<file path="src/rtl/inst_sequencer.sv">
// inst_sequencer: fetches instruction words, splits opcode/parameter fields and dispatches DENSE/ACT/COST ops to execution units
// Ports:
//   clk, rst (async, active-high)
//   start      : begin at address 0 (honoured only when idle)
//   abort      : return to idle on the next edge, no done pulse
//   loop_count : iteration count loaded on accepted start (SEQ_LOOP_EN builds only)
//   imem_en, imem_addr, imem_data : synchronous instruction memory read port (data one cycle after enable)
//   issue_valid, issue_unit, issue_param, issue_ready : dispatch handshake (unit 1=dense, 2=act, 3=cost)
//   unit_done  : completion pulse from the issued unit
//   busy, done, err : status (done is a one-cycle pulse, err is sticky until the next accepted start)
// Optional feature: define SEQ_LOOP_EN to enable opcode 4 (LOOP) and the loop counter.
module inst_sequencer #(
  parameter int OP_SIZE = 4,
  parameter int PARAM_A = 4,
  parameter int PARAM_B = 4,
  parameter int ADDR_W = 8,
  localparam int PARAM_C = PARAM_A + PARAM_B,
  localparam int CODE_W = OP_SIZE + PARAM_C
) (
  input  logic               clk,
  input  logic               rst,
  input  logic               start,
  input  logic               abort,
  input  logic [15:0]        loop_count,
  output logic               imem_en,
  output logic [ADDR_W-1:0]  imem_addr,
  input  logic [CODE_W-1:0]  imem_data,
  output logic               issue_valid,
  output logic [1:0]         issue_unit,
  output logic [PARAM_C-1:0] issue_param,
  input  logic               issue_ready,
  input  logic               unit_done,
  output logic               busy,
  output logic               done,
  output logic               err
);
  localparam logic [2:0] S_IDLE   = 3'd0;
  localparam logic [2:0] S_FETCH  = 3'd1;
  localparam logic [2:0] S_DECODE = 3'd2;
  localparam logic [2:0] S_ISSUE  = 3'd3;
  localparam logic [2:0] S_EXEC   = 3'd4;
  localparam logic [OP_SIZE-1:0] OP_NOP   = OP_SIZE'(0);
  localparam logic [OP_SIZE-1:0] OP_DENSE = OP_SIZE'(1);
  localparam logic [OP_SIZE-1:0] OP_ACT   = OP_SIZE'(2);
  localparam logic [OP_SIZE-1:0] OP_COST  = OP_SIZE'(3);
  localparam logic [OP_SIZE-1:0] OP_HALT  = OP_SIZE'(15);
  logic [2:0]          state;
  logic [ADDR_W-1:0]   pc;
  logic [CODE_W-1:0]   ir;
  logic [OP_SIZE-1:0]  op;
  logic [OP_SIZE-1:0]  ir_op;
  logic                dispatch;
  assign op       = imem_data[CODE_W-1 -: OP_SIZE];
  assign ir_op    = ir[CODE_W-1 -: OP_SIZE];
  assign dispatch = op == OP_DENSE || op == OP_ACT || op == OP_COST;
  assign imem_en     = state == S_FETCH;
  assign imem_addr   = pc;
  assign issue_valid = state == S_ISSUE;
  assign busy        = state != S_IDLE;
  // Dispatch fields come from the latched instruction so they stay stable while ISSUE waits.
  assign issue_unit  = ir_op == OP_DENSE ? 2'd1 : ir_op == OP_ACT ? 2'd2 : ir_op == OP_COST ? 2'd3 : 2'd0;
  assign issue_param = ir_op == OP_DENSE ? PARAM_C'(ir[PARAM_B-1:0]) :
                       ir_op == OP_ACT   ? PARAM_C'(ir[PARAM_C-1 -: PARAM_A]) :
                       ir_op == OP_COST  ? ir[PARAM_C-1:0] : '0;
`ifdef SEQ_LOOP_EN
  localparam logic [OP_SIZE-1:0] OP_LOOP = OP_SIZE'(4);
  logic [15:0] loop_cnt;
  always_ff @(posedge clk or posedge rst)
    if (rst) loop_cnt <= '0;
    else if (!abort && state == S_IDLE && start) loop_cnt <= loop_count;
    else if (!abort && state == S_DECODE && op == OP_LOOP && loop_cnt != '0) loop_cnt <= loop_cnt - 1'b1;
`else
  logic unused_loop;
  assign unused_loop = ^loop_count;
`endif
  always_ff @(posedge clk or posedge rst)
    if (rst) begin
      state <= S_IDLE;
      pc    <= '0;
      ir    <= '0;
      err   <= 1'b0;
      done  <= 1'b0;
    end else begin
      done <= 1'b0;
      if (abort) state <= S_IDLE;
      else
        case (state)
          S_IDLE:
            if (start) begin
              pc    <= '0;
              err   <= 1'b0;
              state <= S_FETCH;
            end
          S_FETCH: state <= S_DECODE;
          S_DECODE: begin
            ir <= imem_data;
            if (op == OP_NOP) begin
              pc    <= pc + 1'b1;
              state <= S_FETCH;
            end else if (dispatch) state <= S_ISSUE;
`ifdef SEQ_LOOP_EN
            else if (op == OP_LOOP) begin
              pc    <= loop_cnt != '0 ? ADDR_W'(imem_data[PARAM_C-1:0]) : pc + 1'b1;
              state <= S_FETCH;
            end
`endif
            else begin
              // HALT and illegal opcodes both end the program; only illegal ones flag err.
              err   <= err | (op != OP_HALT);
              done  <= 1'b1;
              state <= S_IDLE;
            end
          end
          S_ISSUE: if (issue_ready) state <= S_EXEC;
          S_EXEC:
            if (unit_done) begin
              pc    <= pc + 1'b1;
              state <= S_FETCH;
            end
          default: state <= S_IDLE;
        endcase
    end
endmodule

</file>
<file path="config.mk">
export PLATFORM = sky130hd
export DESIGN_NAME = inst_sequencer
export DESIGN_NICKNAME = d
export VERILOG_FILES = /design/src/rtl/inst_sequencer.sv
export SDC_FILE = /design/constraint.sdc
export NUM_CORES = 1
export LEC_CHECK = 0
export ABC_AREA = 1
export CAP_MARGIN = 40
export CORE_MARGIN = 2
export CORE_UTILIZATION = 48
export CTS_BUF_LIST = sky130_fd_sc_hd__clkbuf_4 sky130_fd_sc_hd__clkbuf_8
export CTS_CLUSTER_DIAMETER = 100
export CTS_CLUSTER_SIZE = 40
export DETAILED_ROUTE_END_ITERATION = 8
export GPL_TIMING_DRIVEN = 0
export PLACE_DENSITY = 0.94
export SLEW_MARGIN = 20
export SYNTH_ARGS = -nofsm -noshare
export SYNTH_HDL_FRONTEND = slang
export SYNTH_SLANG_ARGS = --single-unit
export TNS_END_PERCENT = 100
</file>
<file path="constraint.sdc">
create_clock -name clk -period 3.7 [get_ports clk]
set_input_delay 0.74 -clock clk [delete_from_list [all_inputs] [get_ports clk]]
set_output_delay 0.74 -clock clk [all_outputs]
set_load 0.05 [all_outputs]
</file>
==> impl_results.md <==
* Type of the worst min-delay path: reg -> reg
* Slew Limit Fails at 0
* Crit end category: output pin
* Hold_sp: ir[0]$_DFFE_PP0P_
* CP Data Required Time at 2960 ps
* Die Height at 57.79 um
* Clk sinks at 25
* Count of cells resized by post-cts repair at 0
* Fmax at 337.4 MHz
* Setup TNS at 0 ps
* Total grt overflow at 0
* Cell Pwr Density at 652.5 nW/um^2
* GRT met3 Usage at 0.02009
* RSZ-0062 raised after global routing: no
* Worst slew pin tran at 507.3 ps
* Buffers on Ports at 40
* Total iterations of the first detailed-routing run at 4
* GR Util met2 at 0.3799
* Routed Antenna Nets at 0
* Primary FF master, synth: dfrtp_1
* Clk Tree Root Cell: clkbuf_4
* Max IR drop VDD at 0.0006177 V
* Mapped Cells at 190
* GR Util met1 at 0.2594
* Tmin final at 2964 ps
* All-Layer GR Usage at 0.2101
* Top post-synthesis cells by area: dfrtp_1 (45%), nand2_1 (15%), nor2_1 (8.9%)
* DIE AREA at 3340 um^2
* Synth Warn # at 0
* CTS H-tree depth at 1
* Core area at 2758 um^2
* Initial Util at 0.5036
* Post-CTS Setup Inserts at 0
* Multi-input gate area at 646.9 um^2
* Gr busiest metal: met2
* Sequential share of the synthesized area at 0.4505
* Crit path cell chain: nor3_1 -> nand2_1 -> o22ai_1 -> clkdlybuf4s50_1
* CTS max path bufs at 2
* Max cap viols at 0
* Post-DP HPWL at 2461 um
* Final Skew at 6.748 ps
* Final Hold Violating Endpoints at 0
* Cts-stage hold buffer count at 0
* Switching Share at 0.4979
* Crit Path Max Fanout at 4
* Leak at 0.9146 nW
* Final setup fails at 0
* Vias per inst at 5.124
* Row count at 19
* Clock-pin transition on the worst setup and hold timing paths at 130 ps
* Syn Area/Cell at 7.310 um^2
* Post-synth top area cell: dfrtp_1
* CTS tree: yes
* Synth unique cells at 22
* Ports at 57
* Drc violations at 0
* Status: complete, no violations
* Layout cell share with drive strength beyond 1 at 0.08511
* PnR Total Power at 1.220 mW
* Final worst path period share at 0.8011
* Crit path kind: reg -> out
* CP peak stage delay at 820 ps
* Number of flops mapped to enable cells by yosys at 0
* Crit. Startpoint: ir[11]$_DFFE_PP0P_
* Largest net degree at the start of global routing at 16
* Nets at 271
* Final Core Density at 0.6783
* Seq pwr share at 0.317
* Internal power at 0.6128 mW
* Clock share of power at 0.098
* Max-slew headroom at 0.6608
* Synth-to-Final Area Change at 34.68%
* CP max-delay cell: clkdlybuf4s50_1
* Fill cell count at 248
* FF/Latch Area at 625.6 um^2
* Avg WL per Cell at 11.50 um
* First-pass GRT wire length at 5547 um
* Reg2reg start: state[0]$_DFFE_PP0P_
* Comb power frac at 0.585
* Via count at 1,363
* Die width at 57.79 um
* Ant diodes at 0
* Syn nets at 225
* Crit path DAT at 2220 ps
* Startpoint Class: flip-flop
* Worst hold path stage count at 2
* Ys async rst share at 1.000
* Synth top area share at 0.4505
* Sw Pwr at 0.6077 mW
* Iter 0 DRT Violations at 51
* Final RePlAce weighted congestion at 0.8263
* Initial antenna violation count at 0
* FF-to-FF path depth at 7
* Netlist Area Pre-Place at 1389 um^2
* Vias in the first global route at 1,305
* Final WL at 3058 um
* Skew-Pair Late Insertion Delay at 310 ps
* CTS Buf Count at 3
* Synth Register Bits at 25
-- power groups by stage --
stage	combinational, mW	clock [mW]	sequential, mW
2_1_floorplan	0.471	0	0.403
3_3_place_gp	0.698	0	0.389
3_5_place_dp	0.713	0	0.393
4_1_cts	0.715	0.124	0.387
5_1_grt	0.760	0.136	0.396
6_report	0.714	0.120	0.387
-- Yosys cell counts (3+ instances only) --
| master | instances |
|---|---|
| nand2_1 | 57 |
| nor2_1 | 33 |
| dfrtp_1 | 25 |
| inv_1 | 21 |
| a21oi_1 | 11 |
| nand3_1 | 11 |
| o21ai_0 | 5 |
| inv_2 | 4 |
| o22ai_1 | 3 |
-- worst max-delay path, delay by kind of cell, from the launching register on --
kind	cells	cell delay [ps]
buffers and inverters	1	820
AOI/OAI and AO/OA	1	150
and+or+nand+nor	2	510
DFF	1	430
-- logic make-up after synthesis --
kind of cell	after synthesis	synth area share
AO/OA/AOI/OAI	21	0.08288
XOR/XNOR	3	0.01892
adder cells (fa/ha/maj)	1	0.009008
buffers and inverters	27	0.08378
flip-flops	25	0.4505
AND/OR/NAND/NOR	113	0.3550
-- metal layers --
layer,wire [um],part of all wire,vias up
met5,0,0,-
met4,42,0.014,0
met3,115,0.038,4
met2,1612,0.53,36
met1,1288,0.42,638
li1,-,-,685
-- registers in the layout (all words and copies together) (netlist names) --
name,cells
done,1
err,1
imem_addr,8
ir,12
state,3
-- placed cells by master (no fill, tap or decap), types with 3 or more instances in the layout --
master / n
a21oi_1: 11
nand3_1: 11
o22ai_1: 3
inv_1: 21
nand2_1: 57
o21ai_0: 4
clkdlybuf4s50_1: 40
inv_2: 4
clkbuf_4: 3
nor2_1: 33
dfrtp_1: 25
-- worst paths after layout --
kind	end	slack [ps]
worst max-delay path	issue_param[3]	740
worst min-delay path	ir[0]$_DFFE_PP0P_	490
worst max register to register	state[1]$_DFFE_PP0P_	2390
worst min register to register	ir[0]$_DFFE_PP0P_	490
max in group asynchronous	ir[7]$_DFFE_PP0P_	2540
min in group asynchronous	imem_addr[0]$_DFFE_PP0P_	710
-- through the flow --
| stage | area (um^2) | instances | worst slack [ps] | hold slack [ps] |
|---|---|---|---|---|
| after detailed placement | 1843 | 262 | 1107 | 462.6 |
| after floorplan | 1389 | 190 | 274.5 | 442.2 |
| after global routing | 1871 | 266 | 562.1 | 546.8 |
| after global placement | 1828 | 261 | 1179 | 466.1 |
| final | 1871 | 266 | 736.1 | 491.7 |
| after CTS | 1871 | 266 | 749.2 | 494.3 |
-- cell type report --
| cell class | count | share of cell area |
|---|---|---|
| multi-input combinational | 138 | 0.3458 |
| clock buffer | 3 | 0.01204 |
| buffer | 2 | 0.01204 |
| sequential | 25 | 0.3344 |
| tap | 31 | 0.02074 |
| clock inverter | 1 | 0.002676 |
| inverter | 25 | 0.05017 |
| timing repair buffer | 41 | 0.2221 |
(Power assumes the default switching activity.)
